**src/rtl/shift_reg_univ.sv**
```systemverilog
`default_nettype none
// +----------------------------------------------------------------------------+
// | Module   : shift_reg_univ                                                  |
// | Function : universal shift register: hold/load/shift/rotate plus counted   |
// |            right-shift bursts with busy/done status.                       |
// |            Define ASYNC_SET_EN for an asynchronous set; default is sync.   |
// | Revision : 1.0  initial release                                            |
// +----------------------------------------------------------------------------+
module shift_reg_univ #(
   parameter int               WIDTH     = 8,
   parameter logic [WIDTH-1:0] SET_VALUE = {WIDTH{1'b1}},
   parameter int               CW        = $clog2(WIDTH + 1)
) (
   input  logic             clk,
   input  logic             reset,
   input  logic             set,
   input  logic             en,
   input  logic [2:0]       mode,
   input  logic [WIDTH-1:0] d,
   input  logic             sin,
   input  logic [CW-1:0]    len,
   output logic [WIDTH-1:0] q,
   output logic             sout,
   output logic             busy,
   output logic             done
);

   localparam logic [2:0] c_mode_hold  = 3'b000;
   localparam logic [2:0] c_mode_load  = 3'b001;
   localparam logic [2:0] c_mode_shl   = 3'b010;
   localparam logic [2:0] c_mode_shr   = 3'b011;
   localparam logic [2:0] c_mode_rol   = 3'b100;
   localparam logic [2:0] c_mode_ror   = 3'b101;
   localparam logic [2:0] c_mode_burst = 3'b110;
   localparam logic [CW-1:0] c_width   = CW'(WIDTH);

   typedef enum logic [0:0] {
      S_IDLE = 1'b0,
      S_RUN  = 1'b1
   } state_t;

   state_t           r_state, w_state_nxt;
   logic [CW-1:0]    r_cnt, w_cnt_nxt;
   logic [WIDTH-1:0] r_q, w_q_nxt;
   logic             r_sout, w_sout_nxt;
   logic             r_done, w_done_nxt;
   logic [CW-1:0]    w_len_clamp;

   assign w_len_clamp = (len > c_width) ? c_width : len;

   always_comb begin
      w_state_nxt = r_state;
      w_cnt_nxt   = r_cnt;
      w_q_nxt     = r_q;
      w_sout_nxt  = r_sout;
      w_done_nxt  = 1'b0;
      case (r_state)
         S_IDLE: begin
            if (en) begin
               case (mode)
                  c_mode_load: w_q_nxt = d;
                  c_mode_shl: begin
                     w_q_nxt    = {r_q[WIDTH-2:0], sin};
                     w_sout_nxt = r_q[WIDTH-1];
                  end
                  c_mode_shr: begin
                     w_q_nxt    = {sin, r_q[WIDTH-1:1]};
                     w_sout_nxt = r_q[0];
                  end
                  c_mode_rol: begin
                     w_q_nxt    = {r_q[WIDTH-2:0], r_q[WIDTH-1]};
                     w_sout_nxt = r_q[WIDTH-1];
                  end
                  c_mode_ror: begin
                     w_q_nxt    = {r_q[0], r_q[WIDTH-1:1]};
                     w_sout_nxt = r_q[0];
                  end
                  c_mode_burst: begin
                     // A zero-length burst completes at once: done only, no RUN.
                     w_cnt_nxt = w_len_clamp;
                     if (w_len_clamp == '0) begin
                        w_done_nxt = 1'b1;
                     end else begin
                        w_state_nxt = S_RUN;
                     end
                  end
                  default: ;
               endcase
            end
         end
         S_RUN: begin
            // en low stalls the burst without aborting it; mode is ignored here.
            if (en) begin
               w_q_nxt    = {sin, r_q[WIDTH-1:1]};
               w_sout_nxt = r_q[0];
               w_cnt_nxt  = r_cnt - CW'(1);
               if (r_cnt == CW'(1)) begin
                  w_state_nxt = S_IDLE;
                  w_done_nxt  = 1'b1;
               end
            end
         end
         default: w_state_nxt = S_IDLE;
      endcase
   end

`ifdef ASYNC_SET_EN
   always_ff @(posedge clk or posedge reset or posedge set) begin
`else
   always_ff @(posedge clk or posedge reset) begin
`endif
      if (reset) begin
         r_state <= S_IDLE;
         r_cnt   <= '0;
         r_q     <= '0;
         r_sout  <= 1'b0;
         r_done  <= 1'b0;
      end else if (set) begin
         r_state <= S_IDLE;
         r_cnt   <= '0;
         r_q     <= SET_VALUE;
         r_sout  <= 1'b0;
         r_done  <= 1'b0;
      end else begin
         r_state <= w_state_nxt;
         r_cnt   <= w_cnt_nxt;
         r_q     <= w_q_nxt;
         r_sout  <= w_sout_nxt;
         r_done  <= w_done_nxt;
      end
   end

   assign q    = r_q;
   assign sout = r_sout;
   assign busy = (r_state == S_RUN);
   assign done = r_done;

endmodule
`default_nettype wire
```
**config.mk**
```make
export PLATFORM = sky130hd
export DESIGN_NAME = shift_reg_univ
export DESIGN_NICKNAME = d
export VERILOG_FILES = /design/src/rtl/shift_reg_univ.sv
export SDC_FILE = /design/constraint.sdc
export NUM_CORES = 1
export LEC_CHECK = 0
export CORE_AREA = 2 2 49 51
export CTS_BUF_LIST = sky130_fd_sc_hd__clkbuf_4
export CTS_CLUSTER_DIAMETER = 80
export DETAILED_ROUTE_END_ITERATION = 6
export DIE_AREA = 0 0 51 53
export GPL_TIMING_DRIVEN = 0
export PLACE_DENSITY = 0.82
export SLEW_MARGIN = 10
export SYNTH_ARGS = -nofsm -noshare
export SYNTH_HDL_FRONTEND = slang
export SYNTH_SLANG_ARGS = --single-unit
```
**constraint.sdc**
```tcl
create_clock -name clk -period 2.6 [get_ports clk]
set_input_delay 0.52 -clock clk [delete_from_list [all_inputs] [get_ports clk]]
set_output_delay 0.52 -clock clk [all_outputs]
set_load 0.02 [all_outputs]
```
== Yosys cells after proc, flatten, opt, wreduce, memory -nomap -nowiden ==
Cells that the tools add are included.
Operators by class
  shift operators: 0
  reductions and logical operators: 6
  $add $sub $neg: 1
  magnitude comparators: 1
  bitwise logic cells: 1
  mux-type cells: 30
  equal/unequal tests: 12
  multiply operators: 0
  divide/modulo/power cells: 0
Operators by type and width (number)
  $pmux W8 S5: 1
  $mux W8: 3
  $mux W4: 5
  $pmux W8 S2: 1
  $mux W1: 15
  $eq A3 B3 Y1 const B: 3
  $reduce_and A3 Y1: 3
  $pmux W1 S2: 4
  $pmux W4 S2: 1
  $ne A7 B2 Y1 const B: 1
  $eq A3 B2 Y1 const B: 2
  $ne A3 B3 Y1 const B: 2
  $eq A4 B1 Y1 const B: 1
  $gt A4 B4 Y1 const B: 1
  $logic_not A4 Y1: 1
  $ne A4 B4 Y1 const B: 1
  $reduce_or A2 Y1: 2
  $sub A4 B1 Y4 const B: 1
  $eq A3 B1 Y1 const B: 1
  $ne A3 B2 Y1 const B: 1
  $not A1 Y1: 1
Storage, ports and cells
  output and inout bits: 11
  word-level logic and storage cells: 56
  bits in latches: 0
  memories kept: 0
  register bits after elaboration: 15
  ROM bits: 0
  RAM bits: 0

== Depth between registers and ports, before layout ==
Gate-level depths: netlist of run 1.
  depth in word-level cells: 8
  mapped depth: 6

== Worst setup path before layout of run 1 ==
Ideal clock, no wire load.
  path type: input -> register
  from: input mode[0]
  to: register r_q[0], in the netlist q[0]
  path slack: 0.910 ns
  buffers on the path: 2
  cell stages on the path: 6
  setup time: 0.126 ns
  arrival time: 1.564 ns
  required time: 2.474 ns
  cells stage by stage: buf_4 or3_4 a21oi_2 or3_1 buf_2 o32a_1
Between the ends
  word-level cells in the longest chain between the ends: 5
  elaborated cells on any way between the ends: 11
  those cells by class: eq/ne (6); mux (4); reduce/logical (1)
Ends and longest elaborated chain
  from (decl): RTL line 18  | input logic [2:0] mode,
  $eq A3 B3 Y1, or another cell as far along: RTL line 60  | case (mode)
  $pmux W8 S5: RTL line 60
  $mux W8: RTL line 59  | if (en) begin
  $pmux W8 S2: RTL line 57  | case (r_state)
  $mux W8: RTL line 118  | end else if (set) begin
  to (signal assigned): RTL line 127  | r_q <= w_q_nxt;
  to (decl): RTL line 44  | logic [WIDTH-1:0] r_q, w_q_nxt;
Several ways; a longest one is shown, not always the timed one. The select of a mux whose other input is x is not followed.
A chain may end at the register's enable or synchronous reset.

== Worst setup path after layout of run 1 ==
  from: register r_q[6], in the netlist q[6]
  to: output q[6]
RTL lines
  to (decl): RTL line 22  | output logic [WIDTH-1:0] q,
No word-level cell between the ends.

==> results of run 1 <==
## final cells by class
type	count	area (um2)
Buffer	11	66.31
Clock buffer	4	30.03
Fill cell	178	754.5
Inverter	7	26.28
Multi-Input combinational cell	95	610.6
Sequential cell	15	375.4
Tap cell	28	35.03
Timing Repair Buffer	25	250.2
## layer usage
layer	global-route usage	up-vias	share of wire
met2	0.4048	62	0.50
met4	0.05856	0	0.0094
met1	0.2890	520	0.41
met3	0.06497	7	0.083
li1	-	533	-
met5	0	-	0
## power breakdown
part	internal, W	total [W]	switching [W]
logic	0.0000935	0.000188	0.0000945
clock network	0.0000703	0.000152	0.0000818
registers	0.000248	0.000265	0.0000176
total	0.000411	0.000605	0.000194
## how the worst max path moves through the flow
stage | startpoint | slack (ns) | end
4_1_cts | q[6] | 0.69 | q[6]
5_1_grt | q[6] | 0.64 | q[6]
3_3_place_gp | len[3] | 0.60 | done
2_1_floorplan | mode[0] | 0.91 | q[0]
3_5_place_dp | len[3] | 0.57 | done
6_report | q[6] | 0.70 | q[6]
## cells by family (layout without fill, tap and decap cells)
| group | Yosys count | after routing | share of synthesized area |
|---|---|---|---|
| xor gates and xnor gates | 2 | 2 | 0.01624 |
| muxes | 1 | 1 | 0.01044 |
| adders and majority gates | 2 | 2 | 0.02320 |
| DFF | 15 | 15 | 0.3480 |
| and+or+nand+nor | 46 | 46 | 0.2227 |
| buffers and inverters | 18 | 47 | 0.08584 |
| AOI/OAI and AO/OA | 44 | 44 | 0.2935 |
## stage by stage
| stage | area, um2 | util | total power [W] | setup WS [ns] | hold slack, ns |
|---|---|---|---|---|---|
| 2_1_floorplan | 1079 | - | 0.0003829 | 0.9098 | 0.4215 |
| 3_3_place_gp | 1364 | 0.6348 | 0.0004516 | 0.6038 | 0.5535 |
| 3_5_place_dp | 1364 | 0.6348 | 0.0004561 | 0.5677 | 0.5628 |
| 4_1_cts | 1394 | 0.6488 | 0.0006068 | 0.6944 | 0.5490 |
| 5_1_grt | 1394 | 0.6488 | 0.0006385 | 0.6420 | 0.5593 |
| 6_report | 1394 | 0.6488 | 0.0006053 | 0.7022 | 0.5558 |
## sequential cells by signal, indices dropped and copies added (netlist names)
signal  count
sout        1
q           8
busy        1
r_cnt       4
done        1
## cell usage after synthesis, types with 2 or more instances
cell / n / area [um2]
nor3_1: 3 / 15.01
o21ai_0: 5 / 25.02
buf_6: 2 / 22.52
a22oi_1: 4 / 30.03
a211oi_1: 2 / 15.01
nand2b_1: 2 / 12.51
and3b_1: 3 / 26.28
nand3_1: 4 / 20.02
clkbuf_1: 2 / 7.510
dfrtp_1: 15 / 375.4
buf_2: 5 / 25.02
a21oi_1: 10 / 50.05
a31oi_1: 2 / 12.51
o22a_1: 7 / 61.31
nor2_1: 4 / 15.01
inv_1: 6 / 22.52
nand2_1: 19 / 71.32
o221ai_1: 6 / 52.55
nor3b_1: 4 / 30.03
ha_1: 2 / 25.02
nor2b_1: 2 / 12.51
## worst reg2reg max path, stage by stage, from the launching register on
cell and delay (ns):
dfrtp_1 0.42, buf_2 0.19, o21ai_0 0.48, a221oi_1 0.10, a211oi_1 0.25
==> reports/metrics.yaml, run 1 <==
synthCells: 128
drt-total-wl_um: 2875
maxCapViolCount: 0
clock_tree_from_tritoncts: "yes"
ys_seq_elements: 15
r2r.worst_path.cells: 4
vias: 1122
timing.hold.worst.class: "primary input to flip-flop"
postSynthNetCount: 150
io_buffer_count: 25
h-tree-depth: 1
status: "completed"
p_per_area_nw_per_um2: 434.3
dp_hpwl_um: 2068
reg2reg_from: "busy"
via_density: 6.065
root_buffer: "clkbuf_4"
worst_path_largest_cell_delay_ns: 0.64
synth_edf_count: 0
gates_resized_cts_repair: 0
globalRouteOverflowTotal: 0
netlist_area_um2: 1079
finalMaxSlewViolations: 0
max_slew_margin_vs_limit: 0.5327
setup_violations: 0
report.final.hold_viol_count: 0
period_minus_slack_ns: 1.898
min_period_over_period: 0.7299
cpMaxStageDelayCell: "clkdlybuf4s50_1"
final-instance-count-excl-fill: 185
antenna_cells_inserted: 0
ioPinCount: 31
critPathLaunchType: "flip-flop"
initial_utilization: 0.5020
die_w_um: 51
fp.coreArea_um2: 2148
ys_types: 40
first_iteration_detailed_routing_drc_count: 30
min_to: "done"
maxClockFrequency_ghz: 0.5269
synth-seq-area-share: 0.3480
worstPathMaxFanout: 5
power_leakage_nw: 0.5280
place.detailed.instances: 181
cts-hold-fix-buffers: 0
hold_start: "en"
grt_setup_unrepaired: "false"
drive_above_1_share: 0.1019
path_clk_slew_ns: 0.10
worstReg2RegEnd: "r_cnt[1]"
insertion_delay_ns: 0.30
critical_path_depth: 1
global_route_usage_over_all_layers: 0.2348
mapped_avg_cell_area_um2: 8.426
postCtsSetupBuffers: 0
timing.critical_path.max_delay_family: "buffers and inverters"
setup.worst_path.end_class: "primary output"
ys.flop_type: "dfrtp_1"
maximum_number_of_pins_on_one_net_before_global_route_repair: 16
cp.buffers_inverters: 1
critical_path.cell_chain: "clkdlybuf4s50_1"
detail-route-antenna-nets: 0
die_y_um: 53
power.ir.vdd_worst_v: 0.0002905
final_net_count: 180
number_of_global_route_vias_before_repair: 1067
clkSinkCount: 15
clock_skew_ns: 0.01031
min_delay_path_depth: 3
tightest_slew_ns: 0.6995
detail_route.wl_per_cell_um: 15.54
timing.reg2reg.setup_slack_ns: 1.07
antenna_found_initial: 0
worstPathArrival_ns: 1.38
synth_warnings: 0
crit_type: "flip-flop to primary output"
commonest_non_fill_non_tap_cells_in_the_layout: "clkdlybuf4s50_1 (25), nand2_1 (19), dfrtp_1 (15)"
remaining_drc_errors: 0
row_count: 17
async_reset_ff_frac: 1.000
die-area_um2: 2703
fin_setup_tns_ns: 0
crit_required_ns: 2.08
mostFrequentLayoutCell: "clkdlybuf4s50_1"
global_route_wire_length_before_repair_um: 4767
syn_to_final_growth_pct: 29.23
gp_routability_congestion: 0.8260
first_pass_iters: 4
max-clock-path-buffers: 2
cts_buf_count: 3
Note: power is estimated with default switching activity, not from simulation.
==> inputs of run 2 (changes only) <==
CORE_AREA = 2 2 50 52   (was 2 2 49 51)
DIE_AREA = 0 0 52 54   (was 0 0 51 53)
PLACE_DENSITY = 0.79   (was 0.82)
clock period = 1.8 ns   (was 2.6 ns; I/O delays follow)
==> run 2 against run 1 <==
Combinational power is 45% higher. Count of clock-buffer cells in the layout unchanged. Clock power rose by 43%. Clock skew decreased by 0.0049 ns. Worst setup slack lost 0.65 ns. Largest power group unchanged. Highest routed layer unchanged.
==> reports/metrics.yaml, run 2 (synthesized netlist as in run 1, its figures left out) <==
timing.hold.worst.class: "primary input to flip-flop"  # unchanged
number_of_global_route_vias_before_repair: 1074  # was 1067
maximum_number_of_pins_on_one_net_before_global_route_repair: 16  # unchanged
worstPathMaxFanout: 5  # unchanged
first_pass_iters: 6  # was 4
place.detailed.instances: 183  # was 181
max-clock-path-buffers: 2  # unchanged
setup_violations: 0  # unchanged
final_net_count: 180  # unchanged
net-switching-power_w: 0.0002796  # was 0.0001939 W
power_leakage_nw: 0.5280  # unchanged
critPathLaunchType: "flip-flop"  # unchanged
utilization: 0.6019  # was 0.6488
dp_hpwl_um: 2136  # was 2068 um
final.fill_count: 219  # was 178
cpMaxStageDelayCell: "clkdlybuf4s50_1"  # unchanged
gp_routability_congestion: 0.8155  # was 0.8260
r2r.worst_path.cells: 4  # unchanged
die_y_um: 54  # was 53 um
timing.critical_path.max_delay_family: "buffers and inverters"  # unchanged
final-instance-count-excl-fill: 187  # was 185
die-area_um2: 2808  # was 2703 um2
global_route_usage_over_all_layers: 0.2274  # was 0.2348
root_buffer: "clkbuf_4"  # unchanged
worstPathArrival_ns: 1.39  # was 1.38 ns
finalMaxSlewViolations: 0  # unchanged
cp.buffers_inverters: 1  # unchanged
crit_type: "flip-flop to primary output"  # unchanged
combinationalPowerShare: 0.311  # about the same
die_w_um: 52  # was 51 um
initial_utilization: 0.4649  # was 0.5020
crit_required_ns: 1.44  # was 2.08 ns
share_clk_of_total_power: 0.250  # was 0.251
clock_skew_ns: 0.005422  # was 0.01031 ns
row_count: 18  # was 17
worst_path_largest_cell_delay_ns: 0.64  # about the same
dpl_worst_slack_ns: -0.01785  # was 0.5677 ns
clkSinkCount: 15  # unchanged
grt_setup_unrepaired: "false"  # unchanged
reg2reg_from: "busy"  # unchanged
cts_buf_count: 3  # unchanged
postCtsSetupBuffers: 0  # unchanged
post_dp_cell_area_um2: 1366  # was 1364 um2
path_clk_slew_ns: 0.09  # was 0.10 ns
tightest_slew_ns: 0.7015  # was 0.6995 ns
syn_to_final_growth_pct: 29.47  # was 29.23%
hold_start: "en"  # unchanged
power.ir.vdd_worst_v: 0.0004689  # was 0.0002905 V
min_period_over_period: 0.9706
maxClockFrequency_ghz: 0.5724
fin_setup_tns_ns: 0  # unchanged
detail-route-antenna-nets: 0  # unchanged
max_slew_margin_vs_limit: 0.5314  # was 0.5327
cts-hold-fix-buffers: 0  # unchanged
largest_reg_flops: 8  # unchanged
critical_path.cell_chain: "clkdlybuf4s50_1"  # unchanged
vias: 1127  # was 1122
swShare: 0.3200  # was 0.3203
postLayoutCellArea_um2: 1396  # was 1394 um2
commonest_non_fill_non_tap_cells_in_the_layout: "clkdlybuf4s50_1 (25), nand2_1 (19), dfrtp_1 (15)"  # unchanged
min_delay_path_depth: 3  # unchanged
drive_above_1_share: 0.1019  # unchanged
status: "completed"  # unchanged
clock_tree_from_tritoncts: "yes"  # unchanged
drt-total-wl_um: 2892  # was 2875 um
gates_resized_cts_repair: 0  # unchanged
global_route_wire_length_before_repair_um: 4719  # was 4767 um
insertion_delay_ns: 0.29  # was 0.30 ns
remaining_drc_errors: 0  # unchanged
worstReg2RegEnd: "r_cnt[1]"  # unchanged
antenna_found_initial: 0  # unchanged
ioPinCount: 31  # unchanged
first_iteration_detailed_routing_drc_count: 36  # was 30
cellInternalPower_w: 0.0005942  # was 0.0004115 W
setup.worst_path.end_class: "primary output"  # unchanged
maxCapViolCount: 0  # unchanged
p_per_area_nw_per_um2: 625.8  # was 434.3 nW/um2
antenna_cells_inserted: 0  # unchanged
io_buffer_count: 25  # unchanged
via_density: 6.027  # was 6.065
report.final.hold_viol_count: 0  # unchanged
post-route-worst-setup-slack_ns: 0.05295  # was 0.7022 ns
fp.coreArea_um2: 2320  # was 2148 um2
period_minus_slack_ns: 1.747
globalRouteOverflowTotal: 0  # unchanged
timing.reg2reg.setup_slack_ns: 0.28  # was 1.07 ns
detail_route.wl_per_cell_um: 15.47  # was 15.54 um
h-tree-depth: 1  # unchanged
mostFrequentLayoutCell: "clkdlybuf4s50_1"  # unchanged
min_to: "done"  # unchanged
share_seq_of_total_power: 0.439  # was 0.438
## run 2: cell counts in the layout (fill, tap and decap cells not counted)
No cell type changed its count.
## run 2: routing by layer
| metal | GRT usage | vias to the layer above | wire, um |
|---|---|---|---|
| met4 | 0.07895 | 0 | 22 |
| met5 | 0 | - | 0 |
| met2 | 0.3987 | 38 | 1451 |
| li1 | - | 534 | - |
| met3 | 0.03611 | 4 | 139 |
| met1 | 0.2832 | 551 | 1278 |
## run 2: per-stage QoR
| step | power, W | hold slack (ns) |
|---|---|---|
| after global routing | 0.0009176 | 0.3995 |
| after floorplan | 0.0005531 | 0.2615 |
| final | 0.0008738 | 0.3864 |
| after global placement | 0.0006535 | 0.5516 |
| after detailed placement | 0.0006602 | 0.5678 |
| after CTS | 0.0008784 | 0.3702 |
## run 2: layout make-up
class,instances,area (um2),share of cell area
Buffer,11,66.31,0.04749
Clock buffer,4,30.03,0.02151
Multi-Input combinational cell,95,610.6,0.4373
Sequential cell,15,375.4,0.2688
Timing Repair Buffer,25,250.2,0.1792
Tap cell,30,37.54,0.02688
Inverter,7,26.28,0.01882
## run 2: power groups by stage
stage	sequential [W]	clock, W	combinational (W)
2_1_floorplan	0.000406	0	0.000147
3_5_place_dp	0.000390	0	0.000271
6_report	0.000384	0.000218	0.000272
4_1_cts	0.000383	0.000223	0.000272
3_3_place_gp	0.000389	0	0.000264
5_1_grt	0.000388	0.000233	0.000297
## run 2: worst max path at each step
stage,from,endpoint,slack (ns),cells after the start
6_report,q[6],q[6],0.05,1
5_1_grt,q[7],q[7],0.008,1
3_5_place_dp,len[3],done,-0.02,5
4_1_cts,q[6],q[6],0.05,1
2_1_floorplan,mode[0],q[0],0.27,6
3_3_place_gp,len[3],done,-0.03,5
## run 2: tightest hold or removal path, cell delays in order
cell,delay [ns]
buf_2,0.15
inv_2,0.09
nor3_1,0.05
